`config.mk`:
```
export PLATFORM = sky130hd
export DESIGN_NAME = cpu_debug_unit
export DESIGN_NICKNAME = d
export VERILOG_FILES = /design/src/rtl/cpu_debug_unit_pkg.sv /design/src/rtl/cpu_debug_unit_rise_pulse.sv /design/src/rtl/cpu_debug_unit.sv
export SDC_FILE = /design/constraint.sdc
export NUM_CORES = 1
export LEC_CHECK = 0
export CORE_MARGIN = 5
export CORE_UTILIZATION = 44
export CTS_CLUSTER_DIAMETER = 60
export DETAILED_ROUTE_END_ITERATION = 16
export HOLD_SLACK_MARGIN = 0.02
export PLACE_DENSITY_LB_ADDON = 0.1
export SLEW_MARGIN = 20
export SYNTH_ARGS = -nofsm -noshare
export SYNTH_HDL_FRONTEND = slang
export SYNTH_HIERARCHICAL = 1
export SYNTH_SLANG_ARGS = --single-unit
```
`constraint.sdc`:
```
create_clock -name clk -period 4.4 [get_ports clk]
set_clock_uncertainty 0.1 [all_clocks]
set_input_delay 1.32 -clock clk [delete_from_list [all_inputs] [get_ports clk]]
set_output_delay 1.32 -clock clk [all_outputs]
set_load 0.03 [all_outputs]
```
`src/rtl/cpu_debug_unit_pkg.sv`:
```
// Shared types and constants for the CPU run-control / debug-view unit.
package cpu_debug_unit_pkg;

  // Run-control states; encodings are fixed so debug views can decode them.
  typedef enum logic [1:0] {
    DBG_IDLE = 2'd0,
    DBG_RUN  = 2'd1,
    DBG_STEP = 2'd2,
    DBG_HALT = 2'd3
  } dbg_state_t;

  // Upper bound on the number of PC breakpoint comparators.
  localparam int DBG_NBRK_MAX = 8;

endpackage

```
`src/rtl/cpu_debug_unit_rise_pulse.sv`:
```
// One-bit rising-edge detector: a single-cycle pulse when the input goes 0->1.
module cpu_debug_unit_rise_pulse (
  input  logic clk,
  input  logic rst,
  input  logic sig,
  output logic pulse
);

  logic prev;

  // Remember last cycle's input so a held-high level never repeats the pulse.
  always_ff @(posedge clk) begin
    if (rst) prev <= 1'b0;
    else     prev <= sig;
  end

  assign pulse = sig & ~prev;

endmodule

```
`src/rtl/cpu_debug_unit.sv`:
```
// Run-control and debug-view unit for the multi-cycle CPU: continuous run,
// single step, PC breakpoints, instruction counter and the debug view pointer.
module cpu_debug_unit
  import cpu_debug_unit_pkg::*;
#(
  parameter int WIDTH  = 32,
  parameter int ADDR_W = 8,
  parameter int NBRK   = 2
) (
  input  logic                  clk,
  input  logic                  rst,
  input  logic                  succ,
  input  logic                  step,
  input  logic                  inc,
  input  logic                  dec,
  input  logic [NBRK-1:0]       brk_en,
  input  logic [NBRK*WIDTH-1:0] brk_addr,
  input  logic [WIDTH-1:0]      cpu_pc,
  input  logic                  cpu_at_fetch,
  output logic                  cpu_run,
  output logic [ADDR_W-1:0]     m_rf_addr,
  output logic                  halted,
  output logic [NBRK-1:0]       brk_hit,
  output logic [WIDTH-1:0]      instr_cnt
);

  dbg_state_t      state;
  logic            fetched;
  logic            skip;
  logic            succ_rise;
  logic            step_rise;
  logic            inc_rise;
  logic            dec_rise;
  logic [NBRK-1:0] hit_vec;
  logic            match;
  logic            fetch_evt;

  cpu_debug_unit_rise_pulse u_succ_edge (.clk(clk), .rst(rst), .sig(succ), .pulse(succ_rise));
  cpu_debug_unit_rise_pulse u_step_edge (.clk(clk), .rst(rst), .sig(step), .pulse(step_rise));
  cpu_debug_unit_rise_pulse u_inc_edge  (.clk(clk), .rst(rst), .sig(inc),  .pulse(inc_rise));
  cpu_debug_unit_rise_pulse u_dec_edge  (.clk(clk), .rst(rst), .sig(dec),  .pulse(dec_rise));

  // One comparator per breakpoint; combinational so enable/address edits act immediately.
  for (genvar i = 0; i < NBRK; i++) begin : g_brk
    assign hit_vec[i] = brk_en[i] & (brk_addr[i*WIDTH +: WIDTH] == cpu_pc);
  end

  // A breakpoint only fires at a fetch boundary, and not for the instruction we just resumed from.
  assign match     = (|hit_vec) & cpu_at_fetch & ~skip;
  assign fetch_evt = cpu_at_fetch & cpu_run;
  assign halted    = (state == DBG_HALT);

  // CPU advance enable: combinational so a breakpoint or run-stop blocks the fetch in the same cycle.
  always_comb begin
    cpu_run = 1'b0;
    case (state)
      DBG_RUN:  cpu_run = ~match & (succ | ~cpu_at_fetch);
      DBG_STEP: cpu_run = fetched ? ~cpu_at_fetch : ~match;
      default:  cpu_run = 1'b0;
    endcase
  end

  // Run-control state machine together with its step/skip flags and sticky breakpoint hits.
  always_ff @(posedge clk) begin
    if (rst) begin
      state   <= DBG_IDLE;
      fetched <= 1'b0;
      skip    <= 1'b0;
      brk_hit <= '0;
    end else begin
      if (fetch_evt) skip <= 1'b0;
      case (state)
        DBG_IDLE: begin
          if (succ) begin
            state <= DBG_RUN;
          end else if (step_rise) begin
            state   <= DBG_STEP;
            fetched <= 1'b0;
          end
        end
        DBG_RUN: begin
          if (match) begin
            state   <= DBG_HALT;
            brk_hit <= brk_hit | hit_vec;
          end else if (!succ && cpu_at_fetch) begin
            state <= DBG_IDLE;
          end
        end
        DBG_STEP: begin
          if (!fetched) begin
            if (match) begin
              state   <= DBG_HALT;
              brk_hit <= brk_hit | hit_vec;
            end else if (fetch_evt) begin
              fetched <= 1'b1;
            end
          end else if (cpu_at_fetch) begin
            state <= DBG_IDLE;
          end
        end
        DBG_HALT: begin
          if (succ_rise) begin
            state <= DBG_RUN;
            skip  <= 1'b1;
          end else if (step_rise) begin
            state   <= DBG_STEP;
            fetched <= 1'b0;
            skip    <= 1'b1;
          end
        end
        default: state <= DBG_IDLE;
      endcase
    end
  end

  // Count every instruction the CPU actually starts, wrapping naturally.
  always_ff @(posedge clk) begin
    if (rst)            instr_cnt <= '0;
    else if (fetch_evt) instr_cnt <= instr_cnt + WIDTH'(1);
  end

  // Debug view pointer; simultaneous inc and dec edges cancel out.
  always_ff @(posedge clk) begin
    if (rst)                       m_rf_addr <= '0;
    else if (inc_rise && !dec_rise) m_rf_addr <= m_rf_addr + ADDR_W'(1);
    else if (dec_rise && !inc_rise) m_rf_addr <= m_rf_addr - ADDR_W'(1);
  end

endmodule

```
After elaboration in Yosys (flattened, before gate mapping)
Cells that the tools add are included.
{ "word_totals": {"inputBits": 105, "output_inout_bits": 44, "word_cells": 84, "regBits": 50} }
{ "op_classes": {"reduce_logical": 14, "bitwise": 19, "muxes": 27, "addsub": 3, "eq_ne": 11} }
{ "op_table": {"columns": ["cell", "n"], "rows": [
  ["$eq A32 B32 Y1", 2],
  ["$add A32 B1 Y32 const B", 1],
  ["$mux W2", 10],
  ["$mux W8", 2],
  ["$mux W1", 11],
  ["$and A1 B1 Y1", 10],
  ["$ne A3 B3 Y1 const B", 3],
  ["$add A8 B1 Y8 const B", 1],
  ["$pmux W2 S4", 1],
  ["$sub A8 B1 Y8 const B", 1],
  ["$not A1 Y1", 7],
  ["$ne A2 B2 Y1 const B", 3],
  ["$reduce_and A3 Y1", 2],
  ["$eq A2 B2 Y1 const B", 2],
  ["$pmux W2 S2", 1],
  ["$reduce_bool A2 Y1", 2],
  ["$logic_and A1 B1 Y1", 3],
  ["$logic_not A1 Y1", 3],
  ["$pmux W1 S3", 1],
  ["$reduce_bool A3 Y1", 1],
  ["$eq A2 B1 Y1 const B", 1],
  ["$logic_not A2 Y1", 1],
  ["$or A2 B2 Y2", 1],
  ["$pmux W1 S2", 1],
  ["3 further kinds", 3]
]} }

Logic depth before layout (Yosys ltp)
{ "depth": {"depth_word": 13, "mapped_depth": 12, "depth_no_buf": 12} }

Cells and area by module
Netlist, hierarchy kept.
{ "modules_own_cells": {"columns": ["module", "cells_per_inst", "seq_area_each_um2", "n_inst", "area_each_um2"], "rows": [
  ["cpu_debug_unit", 425, 920.9, 1, 3554.7],
  ["cpu_debug_unit_rise_pulse", 3, 20.0, 4, 47.5]
]} }

Worst setup path before layout
OpenSTA, ideal clock, no wires.
{ "synth_path": {"path_type": "input to output", "start": "input port brk_addr[2]", "end": "output port cpu_run", "required_ns": 2.980, "cell_stages": 7, "arrival_time_ns": 2.837, "n_path_buf": 0, "path_slack_ns": 0.143, "cell_sequence": "xor2_1 nor4_1 nand4_1 or3_4 a211oi_2 or2_1 nor2_1"} }
{ "synth_between": {"elab_chain_cells": 8, "elab_cells_between_ends": 9, "cone_classes": "1 x eq/ne; 2 x mux; 5 x bitwise; 1 x reduce/logical"} }
{ "synth_lines": {"columns": ["element", "line", "rtl"], "rows": [
  ["start: declaration", "cpu_debug_unit.sv:17", "input logic [NBRK*WIDTH-1:0] brk_addr,"],
  ["$eq A32 B32 Y1 (*)", "cpu_debug_unit.sv:45", "assign hit_vec[i] = brk_en[i] & (brk_addr[i*WIDTH +: WIDTH] == cpu_pc);"],
  ["$and A1 B1 Y1 (*)", "cpu_debug_unit.sv:45", null],
  ["$reduce_or A2 Y1 (*)", "cpu_debug_unit.sv:49", "assign match = (|hit_vec) & cpu_at_fetch & ~skip;"],
  ["$and A1 B1 Y1 (*) (2 in series)", "cpu_debug_unit.sv:49", null],
  ["$not A1 Y1 (*)", "cpu_debug_unit.sv:57, cpu_debug_unit.sv:58", null],
  ["$mux W1 / $and A1 B1 Y1 (equally long branches)", "cpu_debug_unit.sv:58, cpu_debug_unit.sv:57", null],
  ["$pmux W1 S2 (*)", "cpu_debug_unit.sv:56", "case (state)"],
  ["end: declaration", "cpu_debug_unit.sv:20", "output logic cpu_run,"]
]} }
Every way passes the cells marked *; elsewhere a longest branch is shown, timed or not.

Worst setup path in the final report
{ "layout_path": {"start": "input port brk_addr[13]", "end": "output port cpu_run"} }
The elaborated chain is that of the path after synthesis.

==> results.sh <==
export IMPL_drt_iter0_markers=167
export IMPL_cp_start_kind="input pin"
export IMPL_endpoint_kind="primary output"
export IMPL_post_route_util_pct=67.94
export IMPL_max_slew_margin_rel_pct=45.85
export IMPL_cts_hold_buffers=0
export IMPL_synth_cells=437
export IMPL_dp_cells=698
export IMPL_grt_max_degree=52
export IMPL_antenna_left=0
export IMPL_fp_dieH_um=102.3
export IMPL_crit_fanout=2
export IMPL_tns_ns=-0.2067
export IMPL_arrival_ns=3.19
export IMPL_outcome="finished with violations"
export IMPL_top_layer="met4"
export IMPL_htree_levels=2
export IMPL_drive_gt1_share_pct=21.19
export IMPL_holdPathEnd="brk_hit[0]"
export IMPL_ys_flop_type="dfxtp_1"
export IMPL_fillers=692
export IMPL_met1Wirelength_um=4799
export IMPL_final_cell_mix="xor2_1, clkdlybuf4s50_1, dfxtp_1"
export IMPL_syn_cell_area_sq_um=3745
export IMPL_vias=3890
export IMPL_drv_slew=0
export IMPL_power_mw=1.574
export IMPL_drtPass1Iterations=5
export IMPL_syn_to_final_growth_pct=49.82
export IMPL_finalNonFillerCells=711
export IMPL_cts_sinks=50
export IMPL_reg2reg_from="u_dec_edge/prev"
export IMPL_reg2regPathDepth=12
export IMPL_syn_area_per_cell_sq_um=8.569
export IMPL_crit_top_cell="buf_6"
export IMPL_ys_types=55
export IMPL_rows=33
export IMPL_grt_pass1_vias=3992
export IMPL_cap_violations=0
export IMPL_routed_wl_um=11690
export IMPL_path_clk_slew_ns=0.09
export IMPL_crit_required_ns=2.98
export IMPL_final_area_sq_um=5610
export IMPL_gp_congestion=0.8325
export IMPL_layout_min_cycle_time_ns=4.607
export IMPL_synth_seq_cells=50
export IMPL_max_vdd_ir_drop_mv=0.1784
export IMPL_numPortBuffers=148
export IMPL_hp_class="flip-flop to flip-flop"
export IMPL_placed_area_sq_um=5480
export IMPL_coreArea_sq_um=8258
export IMPL_fin_crit_sh_pct=104.7
export IMPL_worstSetupPathType="input pin to primary output"
export IMPL_layout_nets=721
export IMPL_dp_hpwl_um=9169
export IMPL_power_density_nw_per_um2=280.6
export IMPL_dr_wl_met2_um=6073
export IMPL_critPathTopFamily="simple AND/OR/NAND/NOR gates"
export IMPL_r2r_slack_ns=1.46
export IMPL_clockBufferDepth=2
export IMPL_overflow=0
export IMPL_clk_latency_ns=0.31
export IMPL_wl_per_cell_um=16.44
export IMPL_via_per_inst=5.471
export IMPL_crit_start="brk_addr[13]"
export IMPL_syn_nets=555
export IMPL_final_common_cell="xor2_1"
export IMPL_initial_utilization_pct=45.35
export IMPL_tightestPinTransition_ns=0.8122
export IMPL_critPathSlowestCell="or3_4"
export IMPL_violations="negative setup slack"
export IMPL_finalSetupViolCount=1
export IMPL_io_pins=149
export IMPL_r2r_end="m_rf_addr[7]"
export IMPL_drc=0
export IMPL_seq_area_frac_synth_pct=26.73
export IMPL_grt_pass1_wl_um=18940
export IMPL_cts_tree="yes"
export IMPL_met3WireLength_um=758
export IMPL_antenna_found_initial=2
export IMPL_fmaxAchievable_ghz=0.2171
export IMPL_gr_usage_all_layers_pct=22.44
export IMPL_p_leak_nw=2.274
export IMPL_cts_buffers=5
export IMPL_rsz0062_at_grt="true"
export IMPL_crit_buf_inv=3
export IMPL_fin_ws_ns=-0.2067
export IMPL_synth_edf_count=0
export IMPL_hold_viol=0
export IMPL_dieArea_sq_um=10460
export IMPL_hold_path_startpoint="brk_hit[0]"
export IMPL_crit_chain="buf_6 > xor2_2 > nor4_2 > buf_4 > nand4_1 > or3_4 > a211oi_4 > or2_1 > nor2_2 > buf_6"
export IMPL_yosys_warnings=6
export IMPL_die_x_um=102.3
export IMPL_synth_async_sr_flop_share_pct=0
export IMPL_root_buffer="clkbuf_8"
export IMPL_holdPathStages=2
export IMPL_cpPeakStageDelay_ns=0.42
## power by group
part           switching (mW)  internal [mW]
Sequential             0.0380          0.490
Clock                   0.168          0.173
Combinational           0.368          0.338
Total                   0.573           1.00
## layout make-up
class	count	area, sq um	share of cell area [%]
tap	105	131.4	2.342
clock inverter	3	48.80	0.8698
sequential	50	1001	17.84
multi-input combinational	353	2723	48.53
antenna	2	5.005	0.08921
inverter	12	45.04	0.8029
timing repair buffer	181	1588	28.30
clock buffer	5	68.82	1.227
## sequential cells by signal, summed over array words and instances (netlist names)
signal,cells
brk_hit,2
fetched,1
u_succ_edge/prev,1
u_inc_edge/prev,1
skip,1
instr_cnt,32
m_rf_addr,8
u_step_edge/prev,1
u_dec_edge/prev,1
state,2
## cell usage after synthesis, types with 8 or more instances
master	n	area (sq um)
a21oi_1	12	60.06
clkbuf_1	16	60.06
dfxtp_1	50	1001
ha_1	12	150.1
inv_1	12	45.04
mux2_1	9	101.4
nand2_1	17	63.81
nand3_1	18	90.09
nand4_1	14	87.58
nor2_1	35	131.4
nor2b_1	13	81.33
nor2b_4	8	110.1
nor4_1	20	125.1
o311ai_0	9	78.83
o311ai_1	9	78.83
o41ai_1	18	157.7
or2_2	19	118.9
xor2_1	63	551.8
## per-layer routing
layer	up-vias	GRT usage, %
met5	-	0
met4	0	3.734
met3	6	5.666
met2	123	40.68
met1	1814	27.13
li1	1947	-
## through the flow
stage	setup WS, ns	hold WS [ns]
final	-0.2067	0.3872
after global routing	-0.2799	0.4215
after CTS	-0.1511	0.3884
after detailed placement	-1.064	0.3668
after global placement	-1.072	0.3536
after floorplan	0.1429	0.4263
## worst max path at each step
stage          endpoint  slack (ns)  depth (start not counted)
2_1_floorplan   cpu_run        0.14                          7
3_3_place_gp    cpu_run       -1.07                         10
3_5_place_dp    cpu_run       -1.06                         10
4_1_cts         cpu_run       -0.15                         10
5_1_grt         cpu_run       -0.28                         10
6_report        cpu_run       -0.21                         10
## worst min-delay path, stage by stage (launching register included)
cell,delay (ns)
dfxtp_1,0.34
nor2_1,0.05
nor2_1,0.07
## kinds of logic after synthesis
kind of cell    count (synthesis)  synth area share (%)
compound gates                 76                 15.90
fa+ha+maj                      13                 4.544
mux                            16                 4.678
flops                          50                 26.73
simple gates                  178                 27.97
xor+xnor                       70                 16.37
buf+inv                        34                 3.809
## repair_timing
item / CTS / global route
pin swaps: 50 / 11
gates resized for setup: 215 / 14
hold endpoints to repair: 0 / 0
setup endpoints to repair: 1 / 1
buffers inserted: 2 / 1
(Power assumes the default switching activity.)
